## src/rtl/lsu_pkg.sv

```systemverilog
// Shared Funct3 encodings, FSM state type and size decode for the load/store alignment unit.
package lsu_pkg;

  localparam logic [2:0] F3_B  = 3'b000;
  localparam logic [2:0] F3_H  = 3'b001;
  localparam logic [2:0] F3_W  = 3'b010;
  localparam logic [2:0] F3_BU = 3'b100;
  localparam logic [2:0] F3_HU = 3'b101;

  typedef enum logic [1:0] {
    IDLE = 2'd0,
    ACC0 = 2'd1,
    ACC1 = 2'd2,
    RESP = 2'd3
  } lsu_state_t;

  // Access size in bytes; Funct3[2] (unsigned) never changes the size.
  function automatic logic [2:0] size_bytes(input logic [1:0] f3_lo);
    logic [2:0] sz;
    case (f3_lo)
      2'b00:   sz = 3'd1;
      2'b01:   sz = 3'd2;
      default: sz = 3'd4;
    endcase
    return sz;
  endfunction

endpackage

```

## src/rtl/lsu_load_extract.sv

```systemverilog
// Picks the addressed bytes out of the two-word window {hi,lo} and sign/zero-extends them.
// Only the low 24 bits of the high word can ever land in a 32-bit result.
module lsu_load_extract
  import lsu_pkg::*;
(
  input  logic [23:0] hi_i,
  input  logic [31:0] lo_i,
  input  logic [1:0]  off_i,
  input  logic [2:0]  f3_i,
  output logic [31:0] rd_o
);

  logic [31:0] win_s;

  // Byte-granular right shift of the window by the address offset.
  always_comb begin
    case (off_i)
      2'd0:    win_s = lo_i;
      2'd1:    win_s = {hi_i[7:0],  lo_i[31:8]};
      2'd2:    win_s = {hi_i[15:0], lo_i[31:16]};
      default: win_s = {hi_i[23:0], lo_i[31:24]};
    endcase
  end

  // Extension by access type.
  always_comb begin
    case (f3_i)
      F3_B:    rd_o = {{24{win_s[7]}}, win_s[7:0]};
      F3_H:    rd_o = {{16{win_s[15]}}, win_s[15:0]};
      F3_W:    rd_o = win_s;
      F3_BU:   rd_o = {24'h000000, win_s[7:0]};
      F3_HU:   rd_o = {16'h0000, win_s[15:0]};
      default: rd_o = 32'h00000000;
    endcase
  end

endmodule

```

## src/rtl/lsu_align.sv

```systemverilog
// Load/store alignment unit between EX/MEM and a word-organised data memory.
// Define LSU_MISALIGNED_SPLIT_EN to perform word-crossing accesses as two beats instead of faulting.
module lsu_align
  import lsu_pkg::*;
#(
  parameter int DM_ADDRESS = 9,
  parameter int DATA_W     = 32
) (
  input  logic                  clk,
  input  logic                  reset,
  input  logic                  req_valid,
  output logic                  req_ready,
  input  logic                  MemRead,
  input  logic                  MemWrite,
  input  logic [2:0]            Funct3,
  input  logic [DM_ADDRESS-1:0] a,
  input  logic [DATA_W-1:0]     wd,
  output logic                  rsp_valid,
  output logic [DATA_W-1:0]     rd,
  output logic                  access_err,
  output logic [DM_ADDRESS-3:0] mem_addr,
  output logic                  mem_re,
  output logic                  mem_we,
  output logic [3:0]            mem_be,
  output logic [DATA_W-1:0]     mem_wdata,
  input  logic [DATA_W-1:0]     mem_rdata
);

  localparam int WA_W = DM_ADDRESS - 2;

  lsu_state_t        state_q;
  logic              req_ready_q, rsp_valid_q, err_q, is_load_q;
  logic              mem_re_q, mem_we_q;
  logic [3:0]        mem_be_q;
  logic [WA_W-1:0]   mem_addr_q;
  logic [DATA_W-1:0] mem_wdata_q;
  logic [2:0]        f3_q;
  logic [1:0]        off_q;

  logic [1:0]        off_d;
  logic [2:0]        size_d;
  logic [3:0]        lanes_d, be0_d;
  logic              cross_d, illegal_d, err_d;
  logic [DATA_W-1:0] wdata0_d;
  logic [DATA_W-1:0] lo_word_s, ext_rd_s;

`ifdef LSU_MISALIGNED_SPLIT_EN
  logic              split_q;
  logic [WA_W-1:0]   addr1_q;
  logic [3:0]        be1_q;
  logic [DATA_W-1:0] wdata1_q, lo_q;
  logic [7:0]        lanes_wide_d;
  logic [2*DATA_W-1:0] wd_wide_d;
  logic [3:0]        be1_d;
  logic [DATA_W-1:0] wdata1_d;
`endif

  // Request decode: legality, word crossing and lane placement of both beats.
  always_comb begin
    off_d  = a[1:0];
    size_d = size_bytes(Funct3[1:0]);
    case (size_d)
      3'd1:    lanes_d = 4'b0001;
      3'd2:    lanes_d = 4'b0011;
      default: lanes_d = 4'b1111;
    endcase
    cross_d = ((size_d == 3'd4) && (off_d != 2'd0)) || ((size_d == 3'd2) && (off_d == 2'd3));
    if (MemRead) begin
      case (Funct3)
        F3_B, F3_H, F3_W, F3_BU, F3_HU: illegal_d = 1'b0;
        default:                        illegal_d = 1'b1;
      endcase
    end else begin
      case (Funct3)
        F3_B, F3_H, F3_W: illegal_d = 1'b0;
        default:          illegal_d = 1'b1;
      endcase
    end
`ifdef LSU_MISALIGNED_SPLIT_EN
    lanes_wide_d = {4'b0000, lanes_d} << off_d;
    wd_wide_d    = {{DATA_W{1'b0}}, wd} << {off_d, 3'b000};
    be0_d        = lanes_wide_d[3:0];
    be1_d        = lanes_wide_d[7:4];
    wdata0_d     = wd_wide_d[DATA_W-1:0];
    wdata1_d     = wd_wide_d[2*DATA_W-1:DATA_W];
    err_d        = illegal_d;
`else
    be0_d    = lanes_d << off_d;
    wdata0_d = wd << {off_d, 3'b000};
    err_d    = illegal_d | cross_d;
`endif
  end

  // Control FSM with registered handshake and memory-side outputs.
  always_ff @(posedge clk) begin
    if (reset) begin
      state_q     <= IDLE;
      req_ready_q <= 1'b1;
      rsp_valid_q <= 1'b0;
      err_q       <= 1'b0;
      is_load_q   <= 1'b0;
      f3_q        <= 3'b000;
      off_q       <= 2'b00;
      mem_re_q    <= 1'b0;
      mem_we_q    <= 1'b0;
      mem_be_q    <= 4'b0000;
      mem_addr_q  <= {WA_W{1'b0}};
      mem_wdata_q <= {DATA_W{1'b0}};
`ifdef LSU_MISALIGNED_SPLIT_EN
      split_q  <= 1'b0;
      addr1_q  <= {WA_W{1'b0}};
      be1_q    <= 4'b0000;
      wdata1_q <= {DATA_W{1'b0}};
      lo_q     <= {DATA_W{1'b0}};
`endif
    end else begin
      rsp_valid_q <= 1'b0;
      mem_re_q    <= 1'b0;
      mem_we_q    <= 1'b0;
      mem_be_q    <= 4'b0000;
      mem_addr_q  <= {WA_W{1'b0}};
      mem_wdata_q <= {DATA_W{1'b0}};
      case (state_q)
        IDLE: begin
          if (req_valid && (MemRead || MemWrite)) begin
            req_ready_q <= 1'b0;
            is_load_q   <= MemRead;
            f3_q        <= Funct3;
            off_q       <= off_d;
`ifdef LSU_MISALIGNED_SPLIT_EN
            split_q  <= cross_d;
            addr1_q  <= a[DM_ADDRESS-1:2] + WA_W'(1);
            be1_q    <= be1_d;
            wdata1_q <= wdata1_d;
`endif
            if (err_d) begin
              state_q     <= RESP;
              rsp_valid_q <= 1'b1;
              err_q       <= 1'b1;
            end else begin
              state_q     <= ACC0;
              mem_addr_q  <= a[DM_ADDRESS-1:2];
              mem_re_q    <= MemRead;
              mem_we_q    <= ~MemRead;
              mem_be_q    <= MemRead ? 4'b0000 : be0_d;
              mem_wdata_q <= MemRead ? {DATA_W{1'b0}} : wdata0_d;
            end
          end else begin
            req_ready_q <= 1'b1;
          end
        end
        ACC0: begin
`ifdef LSU_MISALIGNED_SPLIT_EN
          if (split_q) begin
            state_q     <= ACC1;
            mem_addr_q  <= addr1_q;
            mem_re_q    <= is_load_q;
            mem_we_q    <= ~is_load_q;
            mem_be_q    <= is_load_q ? 4'b0000 : be1_q;
            mem_wdata_q <= is_load_q ? {DATA_W{1'b0}} : wdata1_q;
          end else begin
            state_q     <= RESP;
            rsp_valid_q <= 1'b1;
          end
`else
          state_q     <= RESP;
          rsp_valid_q <= 1'b1;
`endif
        end
`ifdef LSU_MISALIGNED_SPLIT_EN
        ACC1: begin
          lo_q        <= mem_rdata;
          state_q     <= RESP;
          rsp_valid_q <= 1'b1;
        end
`endif
        RESP: begin
          state_q     <= IDLE;
          req_ready_q <= 1'b1;
          err_q       <= 1'b0;
        end
        default: begin
          state_q     <= IDLE;
          req_ready_q <= 1'b1;
          err_q       <= 1'b0;
        end
      endcase
    end
  end

  // Low word of the load window: buffered beat0 for split loads, otherwise the single returned word.
`ifdef LSU_MISALIGNED_SPLIT_EN
  assign lo_word_s = split_q ? lo_q : mem_rdata;
`else
  assign lo_word_s = mem_rdata;
`endif

  lsu_load_extract u_extract (
    .hi_i  (mem_rdata[23:0]),
    .lo_i  (lo_word_s),
    .off_i (off_q),
    .f3_i  (f3_q),
    .rd_o  (ext_rd_s)
  );

  assign rd         = ((state_q == RESP) && is_load_q && !err_q) ? ext_rd_s : {DATA_W{1'b0}};
  assign req_ready  = req_ready_q;
  assign rsp_valid  = rsp_valid_q;
  assign access_err = err_q;
  assign mem_addr   = mem_addr_q;
  assign mem_re     = mem_re_q;
  assign mem_we     = mem_we_q;
  assign mem_be     = mem_be_q;
  assign mem_wdata  = mem_wdata_q;

endmodule

```

## config.mk

```make
export PLATFORM = sky130hd
export DESIGN_NAME = lsu_align
export DESIGN_NICKNAME = d
export VERILOG_FILES = /design/src/rtl/lsu_pkg.sv /design/src/rtl/lsu_load_extract.sv /design/src/rtl/lsu_align.sv
export SDC_FILE = /design/constraint.sdc
export NUM_CORES = 1
export LEC_CHECK = 0
export BUFFER_PORTS_ARGS = -buffer_cell sky130_fd_sc_hd__buf_2
export CORE_ASPECT_RATIO = 0.75
export CORE_MARGIN = 2
export CORE_UTILIZATION = 51
export CTS_BUF_LIST = sky130_fd_sc_hd__clkbuf_4
export DETAILED_ROUTE_END_ITERATION = 10
export PLACE_DENSITY = 0.88
export SLEW_MARGIN = 20
export SYNTH_ARGS = -nofsm -noshare
export SYNTH_HDL_FRONTEND = slang
export SYNTH_SLANG_ARGS = --single-unit
```

## constraint.sdc

```tcl
create_clock -name clk -period 5.3 [get_ports clk]
set_clock_uncertainty 0.05 [all_clocks]
set_input_delay 0.53 -clock clk [delete_from_list [all_inputs] [get_ports clk]]
set_output_delay 0.53 -clock clk [all_outputs]
set_load 0.01 [all_outputs]
```

==> flow_summary_export.csv <==
group,metric,value,unit
synthesis,synth_edf_count,0,
synthesis,synthTopCellsByArea,"dfxtp_1, mux4_2, mux2i_1, nor2_1, nand2_1",
timing,relSlewSlack,33.6,%
timing,final-max-slew-violation-count,0,
route,drtIter0Drc,145,
floorplan,fp-row-count,25,
global_routing,gr-usage-all-layers,22.8,%
run,drv_cap,0,
cts,h-tree-depth,2,
global_routing,grt-ovfl-total,0,
critical_path,critPathKind,"reg -> out",
synthesis,ys.flop_type,"dfxtp_1",
synthesis,syn_inst,344,
global_routing,first_global_vias,2855,
synthesis,ys_seq_elements,56,
cts,cts_max_path_buffers,2,
cells_and_area,fillerInstances,541,
cts,cts_root_buffer,"clkbuf_4",
synthesis,synth_nets,426,
cells_and_area,multiInputGateArea,1940,um2
timing,grt_setup_unrepaired,"no",
timing,fin_crit,3490,ps
critical_path,endpoint_kind,"output port",
cts,cts_tree,"yes",
route,ant_nets,0,
synthesis,synthArstFlopShare,0,%
floorplan,die_h,73.3,um
route,drt_wl_total,8270,um
run_status,status,"complete, no violations",
route,drt-wirelength-per-cell,14.6,um
timing,tightest_slew,991,ps
synthesis,ys_types,39,
cts,cts_buffers,5,
placed_design,hpwl,6270,um
cts,clk_latency,390,ps
timing,min_period_over_period,65.9,%
critical_path,cp.required,4720,ps
cells_and_area,regArea,1120,um2
synthesis,ys_seq_area_share,34.3,%
timing,max_freq,286,MHz
route,drc,0,
synthesis,synthTopCellsByCount,"dfxtp_1, nor2_1, nand2_1",
critical_path,cp_max_fo,37,
route,vias_per_cell,5.47,
critical_path,crit_path_start_kind,"register",
timing,finalHoldViolations,0,
cells_and_area,area_growth,25.3,%
cts,cts.reportedPaths.clkPinSlew,180,ps
global_routing,grt_pass1_wl,12800,um
pwr,power_leakage,0.00190,uW
cells_and_area,nets,566,
synthesis,yosys_warnings,0,
timing,finalSetupViolCount,0,
cts,clock-sinks,56,
floorplan,core-area,6260,um2
cells_and_area,antenna_cells,0,
timing,tns,0,ps
floorplan,io_pins,161,
route,via_count,3094,
floorplan,start_util,52.2,%
cts,cts_resized,0,
cells_and_area,drive_gt1_share,44.3,%
synthesis,synth_most_common_cell,"dfxtp_1",
placed_design,gp_congestion,0.823,
hold_path,hold_class,"in -> reg",
timing,hold_slack,264,ps
floorplan,die_x,96.4,um
placed_design,numPortBuffers,160,
cts,cts-hold-fix-buffers,0,
global_routing,grt_antenna_before_repair,0,
route,drt-pass1-iter-count,4,
synthesis,syn_area_per_cell,9.49,um2
synthesis,yosysTopAreaCell,"dfxtp_1",
synthesis,netlist_area,3270,um2
synthesis,synth_top_area_share,34.3,%
cts,post-cts-setup-buffers,0,
global_routing,grt_max_degree,42,
pwr,power_density,207,nW/um2
floorplan,fp.dieArea,7070,um2
pwr,ir_worst_vdd,0.000100,V
critical_path,cp.arrival,2910,ps
-- sequential cells by signal, summed over array words and instances, names as in the netlist --
register and cells:
mem_wdata 32, mem_addr 7, mem_be 4, f3_q 3, off_q 2, state_q 2
access_err 1, is_load_q 1, mem_re 1, mem_we 1, req_ready 1, rsp_valid 1
-- final timing paths --
check,start,end,slack (ps),depth (start not counted)
setup / recovery,off_q[0],rd[12],1810,5
hold / removal,a[5],mem_addr[3],260,3
setup reg to reg,state_q[0],mem_wdata[10],3050,3
hold reg to reg,req_ready,req_ready,410,2
-- layer usage --
| layer | GRT usage [%] | wire length (um) | vias up |
|---|---|---|---|
| li1 | - | - | 1509 |
| met1 | 28.9 | 3490 | 1459 |
| met2 | 38.7 | 4120 | 106 |
| met3 | 4.92 | 458 | 20 |
| met4 | 8.14 | 199 | 0 |
| met5 | 0 | 0 | - |
-- placed cells by master (no fill, tap or decap), types with 12 or more instances in the layout --
cell      instances
nor2_1           47
nand2_1          36
buf_2           160
mux4_2           28
nor2b_1          21
inv_1            12
a21oi_1          25
dfxtp_1          55
a211oi_1         15
mux2i_1          26
-- critical path, stage by stage (launching register included) --
cell,delay [ps]
dfxtp_2,950
inv_1,210
mux2_4,350
or4_1,650
a21oi_2,210
buf_2,150
-- power breakdown --
part | internal (uW) | total (uW) | switching (uW)
sequential | 431 | 445 | 14.2
clock | 56.0 | 203 | 147
combinational | 97.5 | 198 | 101
-- cell type report --
| class | instances | area share [%] |
|---|---|---|
| clock buffers | 5 | 0.917 |
| clock inverters | 3 | 0.673 |
| inverters | 12 | 1.10 |
| multi-input cells | 247 | 47.5 |
| flip-flops and latches | 56 | 27.4 |
| well taps | 81 | 2.48 |
| repair buffers | 162 | 19.9 |
-- kinds of logic after synthesis --
family,Yosys count,share of synthesized area [%]
simple gates,128,18.4
compound gates,62,12.6
mux,56,28.1
flops,56,34.3
buf+inv,41,6.17
fa+ha+maj,1,0.383
-- per-stage QoR --
step | cell area (um2) | std cells | power [uW] | utilization, % | worst slack, ps
after floorplan | 3270 | 344 | 591 | - | 3120
after global placement | 4030 | 558 | 644 | 64.4 | 2380
after detailed placement | 4030 | 558 | 651 | 64.4 | 2250
after CTS | 4090 | 566 | 852 | 65.4 | 1790
after global routing | 4090 | 566 | 888 | 65.4 | 1620
final | 4090 | 566 | 846 | 65.4 | 1810
Power figures use the tool's default switching activity.
